## src/rtl/pong_match_if.sv

```systemverilog
// Match-sequencer bundle: player/ball events in, paddle/ball controls and renderer state out.
// master is the sequencer side, slave is the console side driving events and consuming controls.
interface pong_match_if #(
  parameter int SCORE_W = 4
);
  logic               start_btn;
  logic               frame_tick;
  logic               miss_left;
  logic               miss_right;
  logic               reset_game;
  logic               ball_run;
  logic               serve_dir;
  logic [SCORE_W-1:0] score_left;
  logic [SCORE_W-1:0] score_right;
  logic [2:0]         state;
  logic               game_over;
  logic               winner;

  modport master (
    input  start_btn, frame_tick, miss_left, miss_right,
    output reset_game, ball_run, serve_dir, score_left, score_right,
           state, game_over, winner
  );

  modport slave (
    output start_btn, frame_tick, miss_left, miss_right,
    input  reset_game, ball_run, serve_dir, score_left, score_right,
           state, game_over, winner
  );
endinterface

```

## src/rtl/pong_match_fsm.sv

```systemverilog
// Pong match sequencer: scores, serve/point pauses timed in frame ticks; all outputs registered,
// events act at the next edge, no backpressure. PONG_AUTO_RESTART_EN adds GAME_OVER timeout to IDLE.
module pong_match_fsm #(
  parameter int WIN_SCORE       = 7,
  parameter int SCORE_W         = 4,
  parameter int SERVE_FRAMES    = 60,
  parameter int POINT_FRAMES    = 90,
  parameter int GAMEOVER_FRAMES = 300
) (
  input  logic          clk,
  input  logic          rst,
  pong_match_if.master  bus
);

  localparam logic [2:0] IDLE      = 3'd0;
  localparam logic [2:0] SERVE     = 3'd1;
  localparam logic [2:0] PLAY      = 3'd2;
  localparam logic [2:0] POINT     = 3'd3;
  localparam logic [2:0] GAME_OVER = 3'd4;

  localparam logic [8:0]         SERVE_N = 9'(SERVE_FRAMES);
  localparam logic [8:0]         POINT_N = 9'(POINT_FRAMES);
  localparam logic [SCORE_W-1:0] WIN_N   = SCORE_W'(WIN_SCORE);
`ifdef PONG_AUTO_RESTART_EN
  localparam logic [8:0]         GO_N    = 9'(GAMEOVER_FRAMES);
`endif

  if (WIN_SCORE >= (1 << SCORE_W)) begin : g_bad_win
    $error("WIN_SCORE does not fit in SCORE_W bits");
  end
  if (SERVE_FRAMES > 511 || POINT_FRAMES > 511 || GAMEOVER_FRAMES > 511) begin : g_bad_frames
    $error("frame counts must fit the 9-bit frame counter");
  end

  logic [2:0]         state_q;
  logic [8:0]         cnt_q;
  logic               start_q;
  logic [SCORE_W-1:0] score_left_q;
  logic [SCORE_W-1:0] score_right_q;
  logic               reset_game_q;
  logic               ball_run_q;
  logic               serve_dir_q;
  logic               game_over_q;
  logic               winner_q;

  logic               start_evt;
  logic [8:0]         cnt_inc;
  logic [SCORE_W-1:0] sl_inc;
  logic [SCORE_W-1:0] sr_inc;

  assign start_evt = bus.start_btn & ~start_q;
  assign cnt_inc   = cnt_q + 9'd1;
  assign sl_inc    = score_left_q + SCORE_W'(1);
  assign sr_inc    = score_right_q + SCORE_W'(1);

  always_ff @(posedge clk or posedge rst) begin
    if (rst) begin
      state_q       <= IDLE;
      cnt_q         <= '0;
      start_q       <= 1'b0;
      score_left_q  <= '0;
      score_right_q <= '0;
      reset_game_q  <= 1'b1;
      ball_run_q    <= 1'b0;
      serve_dir_q   <= 1'b0;
      game_over_q   <= 1'b0;
      winner_q      <= 1'b0;
    end else begin
      start_q <= bus.start_btn;
      case (state_q)
        IDLE: begin
          reset_game_q <= 1'b1;
          ball_run_q   <= 1'b0;
          if (start_evt) begin
            state_q       <= SERVE;
            cnt_q         <= '0;
            score_left_q  <= '0;
            score_right_q <= '0;
            serve_dir_q   <= 1'b0;
            reset_game_q  <= 1'b0;
          end
        end

        SERVE: begin
          // clears the one-cycle recentre pulse issued on restart from GAME_OVER
          reset_game_q <= 1'b0;
          if (bus.frame_tick) begin
            if (cnt_inc == SERVE_N) begin
              state_q    <= PLAY;
              cnt_q      <= '0;
              ball_run_q <= 1'b1;
            end else begin
              cnt_q <= cnt_inc;
            end
          end
        end

        PLAY: begin
          if (bus.miss_left && bus.miss_right) begin
            state_q    <= POINT;
            cnt_q      <= '0;
            ball_run_q <= 1'b0;
          end else if (bus.miss_left) begin
            score_right_q <= sr_inc;
            serve_dir_q   <= 1'b0;
            cnt_q         <= '0;
            ball_run_q    <= 1'b0;
            if (sr_inc == WIN_N) begin
              state_q     <= GAME_OVER;
              game_over_q <= 1'b1;
              winner_q    <= 1'b1;
            end else begin
              state_q <= POINT;
            end
          end else if (bus.miss_right) begin
            score_left_q <= sl_inc;
            serve_dir_q  <= 1'b1;
            cnt_q        <= '0;
            ball_run_q   <= 1'b0;
            if (sl_inc == WIN_N) begin
              state_q     <= GAME_OVER;
              game_over_q <= 1'b1;
              winner_q    <= 1'b0;
            end else begin
              state_q <= POINT;
            end
          end
        end

        POINT: begin
          if (bus.frame_tick) begin
            if (cnt_inc == POINT_N) begin
              state_q <= SERVE;
              cnt_q   <= '0;
            end else begin
              cnt_q <= cnt_inc;
            end
          end
        end

        GAME_OVER: begin
          if (start_evt) begin
            state_q       <= SERVE;
            cnt_q         <= '0;
            score_left_q  <= '0;
            score_right_q <= '0;
            serve_dir_q   <= 1'b0;
            game_over_q   <= 1'b0;
            reset_game_q  <= 1'b1;
          end
`ifdef PONG_AUTO_RESTART_EN
          else if (bus.frame_tick) begin
            if (cnt_inc == GO_N) begin
              state_q       <= IDLE;
              cnt_q         <= '0;
              score_left_q  <= '0;
              score_right_q <= '0;
              game_over_q   <= 1'b0;
              reset_game_q  <= 1'b1;
            end else begin
              cnt_q <= cnt_inc;
            end
          end
`endif
        end

        default: begin
          state_q      <= IDLE;
          cnt_q        <= '0;
          reset_game_q <= 1'b1;
          ball_run_q   <= 1'b0;
          game_over_q  <= 1'b0;
        end
      endcase
    end
  end

  assign bus.reset_game  = reset_game_q;
  assign bus.ball_run    = ball_run_q;
  assign bus.serve_dir   = serve_dir_q;
  assign bus.score_left  = score_left_q;
  assign bus.score_right = score_right_q;
  assign bus.state       = state_q;
  assign bus.game_over   = game_over_q;
  assign bus.winner      = winner_q;

endmodule

```

## src/flat_wrapper.sv

```systemverilog
// flat-port wrapper written by rule: the top's interface ports become plain ports
module pong_match_fsm_flat 
#(
  parameter int WIN_SCORE       = 7,
  parameter int SCORE_W         = 4,
  parameter int SERVE_FRAMES    = 60,
  parameter int POINT_FRAMES    = 90,
  parameter int GAMEOVER_FRAMES = 300
)
  (clk, rst, bus_start_btn, bus_frame_tick, bus_miss_left, bus_miss_right, bus_reset_game, bus_ball_run, bus_serve_dir, bus_score_left, bus_score_right, bus_state, bus_game_over, bus_winner);
  pong_match_if #(.SCORE_W(SCORE_W)) bus_i ();
  input  logic clk;
  input  logic rst;
  input wire logic [$bits(bus_i.start_btn)-1:0] bus_start_btn;
  input wire logic [$bits(bus_i.frame_tick)-1:0] bus_frame_tick;
  input wire logic [$bits(bus_i.miss_left)-1:0] bus_miss_left;
  input wire logic [$bits(bus_i.miss_right)-1:0] bus_miss_right;
  output wire logic [$bits(bus_i.reset_game)-1:0] bus_reset_game;
  output wire logic [$bits(bus_i.ball_run)-1:0] bus_ball_run;
  output wire logic [$bits(bus_i.serve_dir)-1:0] bus_serve_dir;
  output wire logic [$bits(bus_i.score_left)-1:0] bus_score_left;
  output wire logic [$bits(bus_i.score_right)-1:0] bus_score_right;
  output wire logic [$bits(bus_i.state)-1:0] bus_state;
  output wire logic [$bits(bus_i.game_over)-1:0] bus_game_over;
  output wire logic [$bits(bus_i.winner)-1:0] bus_winner;
  assign bus_i.start_btn = bus_start_btn;
  assign bus_i.frame_tick = bus_frame_tick;
  assign bus_i.miss_left = bus_miss_left;
  assign bus_i.miss_right = bus_miss_right;
  assign bus_reset_game = bus_i.reset_game;
  assign bus_ball_run = bus_i.ball_run;
  assign bus_serve_dir = bus_i.serve_dir;
  assign bus_score_left = bus_i.score_left;
  assign bus_score_right = bus_i.score_right;
  assign bus_state = bus_i.state;
  assign bus_game_over = bus_i.game_over;
  assign bus_winner = bus_i.winner;
  pong_match_fsm #(.WIN_SCORE(WIN_SCORE), .SCORE_W(SCORE_W), .SERVE_FRAMES(SERVE_FRAMES), .POINT_FRAMES(POINT_FRAMES), .GAMEOVER_FRAMES(GAMEOVER_FRAMES)) u_core (.clk(clk), .rst(rst), .bus(bus_i));
endmodule
```

## config.mk

```make
export PLATFORM = sky130hd
export DESIGN_NAME = pong_match_fsm_flat
export DESIGN_NICKNAME = d
export VERILOG_FILES = /design/src/rtl/pong_match_if.sv /design/src/rtl/pong_match_fsm.sv /design/src/flat_wrapper.sv
export SDC_FILE = /design/constraint.sdc
export NUM_CORES = 1
export LEC_CHECK = 0
export ABC_AREA = 1
export CAP_MARGIN = 20
export CORE_MARGIN = 4
export CORE_UTILIZATION = 54
export CTS_CLUSTER_DIAMETER = 100
export DETAILED_ROUTE_END_ITERATION = 10
export PLACE_DENSITY_LB_ADDON = 0.12
export SYNTH_ARGS = -nofsm -noshare
export SYNTH_HDL_FRONTEND = slang
export SYNTH_SLANG_ARGS = --single-unit
```

## constraint.sdc

```tcl
create_clock -name clk -period 2.2 [get_ports clk]
set_clock_uncertainty 0.15 [all_clocks]
set_input_delay 0.44 -clock clk [delete_from_list [all_inputs] [get_ports clk]]
set_output_delay 0.44 -clock clk [all_outputs]
set_load 0.01 [all_outputs]
```

==> flow_summary.ini <==
[status]
status = finished, final reports clean

[clock_tree]
numCtsBuffers = 3
cts_sinks = 26
post_cts_buffers = 0
post_cts_resized = 0
worstSkewPairLatency_ns = 0.33
clock_path_buffers = 2
path_clk_slew_ns = 0.15
ctsHtreeMaxLevel = 1
cts_root_buffer = clkbuf_4
cts_tree = yes
hold_buffers = 0

[timing]
fmax_mhz = 494
finalHoldViolations = 0
fin_crit_ns = 2.02
setup_viol = 0
report.final.slew_viol_count = 0
fin_hold_ws_ns = 0.290
rsz0062_at_grt = no
period_share_pct = 92.0
slew_headroom_pct = 77.5
worstMarginPinSlew_ns = 0.338

[floorplan]
die_h_um = 63.0
rows = 19
io_pins = 22
initial_core_util_pct = 57.7
dieArea_sq_um = 3970
chipWidth_um = 63.0
core_area_sq_um = 2830

[synthesis]
synth_area_leaders = dfrtp_1 38%, nand2_1 16%, inv_1 5.7%
synth_top_area_cell = dfrtp_1
synth_area_sq_um = 1630
synth-edff-count = 0
synth-main-ff-cell = dfrtp_1
ys_seq_elements = 26
synth.net_count = 237
synthTopCellsByCount = 71 x nand2_1, 25 x dfrtp_1, 25 x inv_1, 23 x nor2_1, 18 x nand3_1
yosysMostFrequentCell = nand2_1
async_reset_ff_share_pct = 100
seq_area_frac_synth_pct = 39.9
postSynthAreaPerCell_sq_um = 7.26
synth_cells = 225
yosysUniqueCellTypes = 28
yosysWarnings = 0
synth_top_area_share_pct = 38.3

[setup_path]
crit_family = flip-flops
worst_ep_arrival_time_ns = 1.43
slowest_delay_ns = 0.56
worstSetupStartpointType = register
worstSetupPathType = register to output port
crit_buf_inv = 1
path_cells = clkdlybuf4s50_1
path_max_fanout = 2
crit_path_end_kind = output port
crit_slowest_cell = dfstp_2
worstPathRequired_ns = 1.61

[cells_and_area]
layout-drive-gt1-share_pct = 12.6
multi_input_area_sq_um = 850
n_antenna_cell = 0
fillerInstances = 260
seqCellArea_sq_um = 652
final_design_area_no_fill_sq_um = 1960
nNetsFinal = 267
area.growth.synth_to_final_pct = 20.3

[placement]
gp_congestion = 0.886
io_buffer_count = 21
hpwl_um = 2670
dpl-instance-area_sq_um = 1910

[power_and_ir_drop]
p_total_mw = 2.26
worst_ir_drop_vdd_mv = 0.676
leakagePower_nw = 0.953
p_per_area_nw_per_um2 = 1150

[global_route]
overflow = 0
grt_max_degree = 27
grt_use_total_pct = 20.0
antenna_found_initial = 0
grt_pass1_wl_um = 6390
first_global_vias = 1396

[routing]
route.antenna.remaining_nets = 0
wl_per_cell_um = 12.3
drc = 0
first_iter_violations = 100
vias_per_cell = 5.23
dr.pass1.iters = 4
routed_wl_um = 3520
num_vias = 1491

[flow_run]
max_cap_violations = 0

[worst_hold_path]
hold_class = input port to asynchronous set/reset pin
==> metal layers <==
metal,global-route usage (%),up-vias,part of all wire (%)
met2,30.4,50,43
met3,3.06,5,6.5
li1,-,777,-
met1,29.2,659,49
met4,5.79,0,1.2
met5,0,-,0
==> path summary, 6_finish.rpt <==
check / cells past startpoint / slack (ns) / end / startpoint
worst min-delay path: 3 / 0.29 / u_core.cnt_q[6]$_DFFE_PP0P_ / rst
worst min register to register: 2 / 0.35 / u_core.bus.serve_dir$_DFFE_PP0P_ / u_core.bus.serve_dir$_DFFE_PP0P_
min in group clk: 2 / 0.35 / u_core.bus.serve_dir$_DFFE_PP0P_ / u_core.bus.serve_dir$_DFFE_PP0P_
max in group asynchronous: 3 / 1.31 / u_core.bus.reset_game$_DFFE_PP1P_ / rst
worst max-delay path: 1 / 0.18 / bus_reset_game / u_core.bus.reset_game$_DFFE_PP1P_
worst max register to register: 12 / 0.23 / u_core.bus.state[0]$_DFFE_PP0P_ / u_core.cnt_q[1]$_DFFE_PP0P_
==> power breakdown <==
group          internal, mW  total (mW)  switching [mW]
combinational         0.485        1.16           0.671
clock                 0.184       0.340           0.156
sequential            0.622       0.761           0.139
total                  1.29        2.26           0.965
==> kinds of logic (layout without fill, tap and decap cells) <==
logic type / Yosys count / after routing / share of synthesized area [%]
AOI/OAI and AO/OA: 22 / 22 / 7.51
and+or+nand+nor: 136 / 136 / 38.9
adders and majority gates: 6 / 6 / 4.60
DFF: 26 / 26 / 39.9
buffers and inverters: 33 / 62 / 8.05
xor gates and xnor gates: 2 / 2 / 1.07
==> cell type report <==
type                       count  area share, %
clock buffer                   3           1.15
multi-input combinational    166           43.2
clock inverter                 1           1.53
inverter                      33           6.69
tap                           31           1.97
timing repair buffer          25           12.2
sequential                    26           33.2
==> layout by cell type (no fill, tap or decap), drive strengths merged <==
cell type	n
nor3	2
buf	4
nand3	19
xnor2	1
ha	6
a21oi	1
a32o	1
o21ai	15
dfrtp	25
xor2	1
clkbuf	3
nand2	77
dfstp	1
nor4	1
nand4	5
nor2	31
clkinv	1
bufinv	1
clkdlybuf4s50	21
o21bai	1
inv	32
nand3b	1
o22ai	4
==> registers in the layout, summed over array words and instances, names as in the netlist <==
name and count:
u_core.bus.ball_run 1, u_core.bus.game_over 1, u_core.bus.reset_game 1, u_core.bus.score_left 4, u_core.bus.score_right 4, u_core.bus.serve_dir 1
u_core.bus.state 3, u_core.bus.winner 1, u_core.cnt_q 9, u_core.start_q 1
==> per-stage QoR <==
| stage | utilization [%] | std cells | setup slack, ns | setup TNS, ns |
|---|---|---|---|---|
| CTS | 69.4 | 285 | 0.157 | 0 |
| detailed placement | 67.6 | 281 | -0.0358 | -0.0658 |
| finish | 69.4 | 285 | 0.175 | 0 |
| global route | 69.4 | 285 | 0.0246 | 0 |
| global placement | 67.6 | 281 | 0.0167 | 0 |
| floorplan | - | 225 | 0.419 | 0 |
Note: power is estimated with default switching activity, not from simulation.
